[src/rtl/bakery_arbiter.sv]
// Ticket-ordered (bakery) arbiter: requesters draw consecutive tickets and are
// granted one at a time in ticket order, with an idle cycle between owners.

module bakery_lane #(
   parameter int TKMSB = 3
) (
   input  logic             clock,
   input  logic             reset_n,
   input  logic             req,
   input  logic             rel,
   input  logic [TKMSB:0]   tk_in,
   input  logic [TKMSB:0]   serve_tk,
   input  logic             any_own,
   output logic             take,
   output logic             own
);
   typedef enum logic [1:0] {S_IDLE, S_WAIT, S_OWN} state_e;

   state_e         state_q, state_d;
   logic [TKMSB:0] tk_q, tk_d;

   always_ff @(posedge clock or negedge reset_n) begin
      if (!reset_n) begin
         state_q <= S_IDLE;
         tk_q    <= '0;
      end else begin
         state_q <= state_d;
         tk_q    <= tk_d;
      end
   end

   always_comb begin
      state_d = state_q;
      tk_d    = tk_q;
      case (state_q)
         S_IDLE: if (req) begin
            state_d = S_WAIT;
            tk_d    = tk_in;
         end
         // any_own is sampled pre-edge, so a release edge never also grants
         S_WAIT: if (!any_own && (tk_q == serve_tk)) state_d = S_OWN;
         S_OWN:  if (rel) state_d = S_IDLE;
         default: state_d = S_IDLE;
      endcase
   end

   assign take = (state_q == S_IDLE) && req;
   assign own  = (state_q == S_OWN);
endmodule

module bakery_arbiter #(
   parameter int HIPROC = 3,
   parameter int TKMSB  = 3,
   parameter int SELMSB = 1
) (
   input  logic              clock,
   input  logic              reset_n,
   input  logic [HIPROC:0]   req,
   input  logic [HIPROC:0]   rel,
   output logic [HIPROC:0]   grant,
   output logic              busy,
   output logic [SELMSB:0]   owner,
   output logic [TKMSB:0]    next_tk,
   output logic [TKMSB:0]    serve_tk
);
   logic [HIPROC:0]          take, own;
   logic [HIPROC:0][TKMSB:0] off;
   logic [TKMSB:0]           dispensed;
   logic [TKMSB:0]           next_tk_q, next_tk_d, serve_tk_q, serve_tk_d;
   logic [SELMSB:0]          owner_c;
   logic                     any_own;

   assign any_own = |own;

   // Lower indices drawing at the same edge get the earlier tickets
   always_comb begin
      dispensed = '0;
      for (int i = 0; i <= HIPROC; i++) begin
         off[i]    = next_tk_q + dispensed;
         dispensed = dispensed + (TKMSB+1)'(take[i]);
      end
   end

   for (genvar g = 0; g <= HIPROC; g++) begin : g_lane
      bakery_lane #(.TKMSB(TKMSB)) u_lane (
         .clock    (clock),
         .reset_n  (reset_n),
         .req      (req[g]),
         .rel      (rel[g]),
         .tk_in    (off[g]),
         .serve_tk (serve_tk_q),
         .any_own  (any_own),
         .take     (take[g]),
         .own      (own[g])
      );
   end

   always_comb begin
      next_tk_d  = next_tk_q + dispensed;
      serve_tk_d = serve_tk_q + (TKMSB+1)'(|(own & rel));
   end

   always_ff @(posedge clock or negedge reset_n) begin
      if (!reset_n) begin
         next_tk_q  <= '0;
         serve_tk_q <= '0;
      end else begin
         next_tk_q  <= next_tk_d;
         serve_tk_q <= serve_tk_d;
      end
   end

   always_comb begin
      owner_c = '0;
      for (int i = 0; i <= HIPROC; i++)
         if (own[i]) owner_c = (SELMSB+1)'(i);
   end

   assign grant    = own;
   assign busy     = any_own;
   assign owner    = owner_c;
   assign next_tk  = next_tk_q;
   assign serve_tk = serve_tk_q;
endmodule

[config.mk]
export PLATFORM = sky130hd
export DESIGN_NAME = bakery_arbiter
export DESIGN_NICKNAME = d
export VERILOG_FILES = /design/src/rtl/bakery_arbiter.sv
export SDC_FILE = /design/constraint.sdc
export NUM_CORES = 1
export LEC_CHECK = 0
export CAP_MARGIN = 20
export CORE_MARGIN = 2
export CORE_UTILIZATION = 54
export CTS_BUF_LIST = sky130_fd_sc_hd__clkbuf_16
export DETAILED_ROUTE_END_ITERATION = 8
export GPL_ROUTABILITY_DRIVEN = 0
export GPL_TIMING_DRIVEN = 0
export PLACE_DENSITY = 0.77
export SYNTH_ARGS = -nofsm -noshare
export SYNTH_HDL_FRONTEND = slang
export SYNTH_SLANG_ARGS = --single-unit
[constraint.sdc]
create_clock -name clock -period 3.3 [get_ports clock]
set_clock_uncertainty 0.1 [all_clocks]
set_input_delay 0.66 -clock clock [delete_from_list [all_inputs] [get_ports clock]]
set_output_delay 0.66 -clock clock [all_outputs]
set_load 0.02 [all_outputs]
After elaboration in Yosys (flattened, before gate mapping). Index checks and enable logic that the tools add are counted.

Reductions and logical operators: 23. Equal/unequal tests: 24. Mux-type cells: 19. Order comparisons: 0. Divide/modulo/power cells: 0. Bitwise gates (word level): 1. $add $sub $neg: 8. Shifts and indexed selects: 0. Multiply operators: 0.

Operators by type and width (number): 2-bit 2-to-1 mux (14); 2-bit one-hot mux with 3 select lines (4); 4-bit equality test (4); 2-bit inequality test (second input constant) (8); 3-bit AND reduction (4); 4-bit by 1-bit adder with 4-bit output (2); 2-bit by 1-bit equality test with 1-bit output (second input constant) (4); 2-bit equality test (second input constant) (4); 1-bit logical AND (8); 2-bit zero test (4); 2-bit by 1-bit inequality test with 1-bit output (second input constant) (4); 2-bit AND reduction (4); 4-bit OR reduction (2); 3-bit by 1-bit adder with 4-bit output (1); 4-bit by 2-bit adder with 4-bit output (1); 4-bit by 3-bit adder with 4-bit output (1); 4-bit adder (1); 4-bit bitwise AND (1); 2-bit by 1-bit adder with 3-bit output (1); 1-bit by 1-bit adder with 2-bit output (1); 1-bit zero test (1); 1-bit 2-to-1 mux (1).

Memory bits (writable): 0. Input port bits: 10. Memory bits (read-only): 0. Bits in registers: 32. Word-level logic and storage cells: 85. Memories kept: 0. Latch bits: 0. Output and inout bits: 15.

Logic depth before layout (Yosys ltp).
Depth in word-level cells: 6. Depth in mapped cells: 9. Depth with buffers taken out: 9.

Hierarchy. From an unflattened synthesis, not the netlist that was laid out.

Cells, all modules: 155. Area total of the unflattened synthesis: 1869.3 µm².

By module, submodules not included: bakery_lane (instances 4, seq. area each 150.1 µm², area an instance 294.0 µm², cells an instance 23); bakery_arbiter (instances 1, seq. area each 200.2 µm², area an instance 693.2 µm², cells an instance 63).

Worst setup path before layout. Ideal clock, no wire load.

Path kind: input-to-reg. Start: input req[1]. End: register next_tk_q[2], in the netlist next_tk[2]. Data required time: 3076 ps. Path buffers: 0. Setup slack: 470 ps. Arrival: 2606 ps. Stages on the path: 6. Setup time: 124 ps. Path through: nor3b_2 inv_1 fa_1 fa_1 fa_1 xnor2_1.

Cells in the longest elaborated chain, start to end: 5.

RTL lines: from (decl) (RTL line 58) `input logic [HIPROC:0] req,`; 1-bit logical AND (RTL line 47) `assign take = (state_q == S_IDLE) && req;`; 1-bit by 1-bit adder with 2-bit output (RTL line 80) `dispensed = dispensed + (TKMSB+1)'(take[i]);`; 2-bit by 1-bit adder with 3-bit output (RTL line 80); 3-bit by 1-bit adder with 4-bit output (RTL line 80); 4-bit adder (RTL line 99) `next_tk_d = next_tk_q + dispensed;`; net next_tk_d[2] (RTL line 69) `logic [TKMSB:0] next_tk_q, next_tk_d, serve_tk_q, serve_tk_d;`; to (signal assigned) (RTL line 108) `next_tk_q <= next_tk_d;`; to (decl) (RTL line 69).

The timed path passes the listed nets, and every way through them passes these cells. A chain may end at the register's enable or synchronous reset.

Final worst setup path.
Start: input req[1]. End: register g_lane[3].u_lane.tk_q[3].

Cells in the longest elaborated chain, start to end: 4.

RTL lines: 1-bit logical AND (RTL line 47); net g_lane[1].u_lane.take (RTL line 14) `output logic take,`; 1-bit by 1-bit adder with 2-bit output (RTL line 80); 2-bit by 1-bit adder with 3-bit output (RTL line 80); 4-bit by 3-bit adder with 4-bit output (RTL line 79) `off[i] = next_tk_q + dispensed;`; to (signal assigned) (RTL line 28) `tk_q <= tk_d;`; to (decl) (RTL line 20) `logic [TKMSB:0] tk_q, tk_d;`.

The timed path passes the listed nets, and every way through them passes these cells.

==> impl_metrics.toml <==
[yosys]
synth_top_family_by_area = "simple AND/OR/NAND/NOR gates"
synth_area_leaders = "dfrtp_1 43%, xnor2_1 8.0%, ha_1 7.4%"
synth_xor_area_share_pct = 12.8
post-synth-top-count-cell = "dfrtp_1"
synth_area_leader_cell = "dfrtp_1"
ys_seq_elements = 32
synth_cells = 175
synthFlopType = "dfrtp_1"
yosys_warnings = 0
synth.distinct_cells = 29
ys_seq_area_share_pct = 43.2
synth.top_cell.area_share_pct = 43.2
yosys-top-cells-count = "32 x dfrtp_1, 20 x inv_1, 17 x xnor2_1"
synth.mux.area_fraction_pct = 3.65
synth_compound_area_share_pct = 8.17
synth_async_sr_flop_share_pct = 100
avgSynthCellArea_um2 = 10.6
synth-simple-area-share_pct = 12.9
synth_fa_ha_area_share_pct = 12.8
synth_fp_nets = 201
synth.cell_area_um2 = 1850
synth_edf_count = 0

[global_route]
grt.overflow.total = 0
grt_pass1_wl_um = 6940
gr-usage-met1_pct = 27.8
grt_pass1_vias = 1452
grt.total_usage_pct = 23.4
met3_usage_pct = 7.21
grt_max_degree = 20
use_met2_pct = 38.6
top_usage_layer = "met2"
antenna_found_initial = 0

[floorplan]
row_count = 21
start_util_pct = 56.0
dieArea_um2 = 3920
die_h_um = 62.6
io_pins = 25
core_area_um2 = 3310
fp.dieW_um = 62.6

[sta]
slew_violations = 0
setup_viol = 0
finalSetupTns_ns = 0
min_period_ns = 3.16
hold_ws_ns = 0.382
final_hold_viol_count = 0
worst_pin_slew_ns = 0.805
finalCritPeriodShare_pct = 95.6
relSlewSlack_pct = 46.1
fmax_mhz = 317

[cells_and_area]
area_delta_synth_final_pct = 26.8
fin_util_pct = 71.0
num_antenna_cells = 0
drive_gt1_share_pct = 12.8
nNetsFinal = 236
fin_cells = 257

[routing]
post_drt_wl_per_cell_um = 15.3
drt-total-wl_um = 3940
vias_per_cell = 5.18
drt-initial-drc-count = 38
firstDrtPassIters = 4
dr_total_vias = 1330
drc = 0
route.antenna.remaining_nets = 0

[clock_tree]
cts_tree = "built"
path_clk_slew_ns = 0.05
clk-insertion-delay-late_ns = 0.28
cts_sinks = 32
cts_root_buffer = "clkbuf_16"
htree_num_levels = 2
holdBufCountCts = 0
cts_buffers = 5
clock_path_buffers = 2

[pwr]
vdd_drop_max_v = 0.000574
p_per_area_nw_per_um2 = 909
finalPower_mw = 2.14
power_leakage_nw = 1.09

[critical_path]
crit_required_ns = 3.34
cp-start-kind = "input port"
crit_type = "in -> reg"
crit_arrival_ns = 3.20
crit_path_end_kind = "register"
cp_max_fo = 9

[hold_path]
worstHoldPathType = "reg -> reg"

[place]
io_buffers = 24
dp_hpwl_um = 2890
post-place-cells = 246

[run]
maxCapViolations = 0

[status]
outcome = "finished, final reports clean"
-- worst paths after layout --
check / cells after the start / end / slack (ns) / startpoint
max in group asynchronous: 2 / g_lane[2].u_lane.state_q[0]$_DFFE_PN0P_ / 1.78 / reset_n
min in group asynchronous: 1 / g_lane[3].u_lane.tk_q[2]$_DFFE_PN0N_ / 0.76 / reset_n
setup / recovery: 10 / g_lane[3].u_lane.tk_q[3]$_DFFE_PN0N_ / 0.14 / req[1]
hold reg to reg: 1 / g_lane[3].u_lane.state_q[0]$_DFFE_PN0P_ / 0.38 / g_lane[3].u_lane.state_q[1]$_DFFE_PN0P_
hold / removal: 1 / g_lane[3].u_lane.state_q[0]$_DFFE_PN0P_ / 0.38 / g_lane[3].u_lane.state_q[1]$_DFFE_PN0P_
setup reg to reg: 9 / g_lane[3].u_lane.tk_q[3]$_DFFE_PN0N_ / 0.61 / g_lane[1].u_lane.state_q[1]$_DFFE_PN0P_
-- layout by cell type (no fill, tap or decap), types with 2 or more instances in the layout --
cell	netlist	final
clkdlybuf4s50_1	0	24
fa_1	5	5
nand2_1	13	13
or2b_2	4	4
nor2_1	8	8
dfrtp_1	32	32
buf_4	4	7
a22oi_1	2	2
ha_1	11	11
mux2_2	6	6
clkbuf_16	0	5
o2bb2ai_1	2	2
clkbuf_1	4	4
nor3_1	4	4
a21o_1	3	3
inv_1	20	22
nand3_1	4	4
o21ai_0	8	8
nor4_1	2	2
xor2_1	10	10
a21oi_1	6	6
nor3b_4	0	2
xnor2_1	17	17
-- report_power, final --
group          total (mW)  switching (mW)  leakage [nW]  internal (mW)
logic               0.960           0.484         0.633          0.476
registers           0.754           0.185         0.385          0.569
clock network       0.423           0.153        0.0738          0.270
-- metal layers --
layer / vias to the layer above / share of wire, %
met5: - / 0
met4: 0 / 2.2
met3: 10 / 3.9
met2: 28 / 52
met1: 648 / 42
li1: 644 / -
-- logic make-up after synthesis --
group                      count (synthesis)
adders and majority gates                 16
xor gates and xnor gates                  27
and+or+nand+nor                           42
DFF                                       32
muxes                                      6
buffers and inverters                     28
AOI/OAI and AO/OA                         24
-- stage by stage --
step,area [µm²],setup slack [ns]
2_1_floorplan,1850,0.470
3_3_place_gp,2150,-0.203
3_5_place_dp,2180,-0.232
4_1_cts,2310,0.0286
5_1_grt,2350,-0.00581
6_report,2350,0.144
-- what timing repair did --
| action | CTS | global route |
|---|---|---|
| buffers inserted | 0 | 3 |
| endpoints found under the setup margin | 0 | 6 |
| hold endpoints to repair | 0 | 0 |
| resized for setup | 0 | 2 |
-- layout make-up --
class                      count  area [µm²]
fill                         270         961
clock buffer                   5         125
timing repair buffer          28         290
clock inverter                 3        11.3
inverter                      20        75.1
tap                           46        57.6
multi-input combinational    115         945
sequential                    32         801
buffer                         8        45.0
-- worst max-delay path, cell delays in order --
cell             delay (ns)
clkdlybuf4s50_1        0.52
nor3b_4                0.40
buf_4                  0.19
ha_1                   0.24
ha_1                   0.21
ha_1                   0.19
ha_1                   0.34
a21oi_1                0.18
xor2_1                 0.17
o21ai_0                0.09
-- state kept, by name, indices dropped and copies added, names as in the netlist --
name,count
g_lane.u_lane.tk_q,16
serve_tk,4
next_tk,4
g_lane.u_lane.state_q,8
No activity file was read; power rests on OpenSTA's default activity.
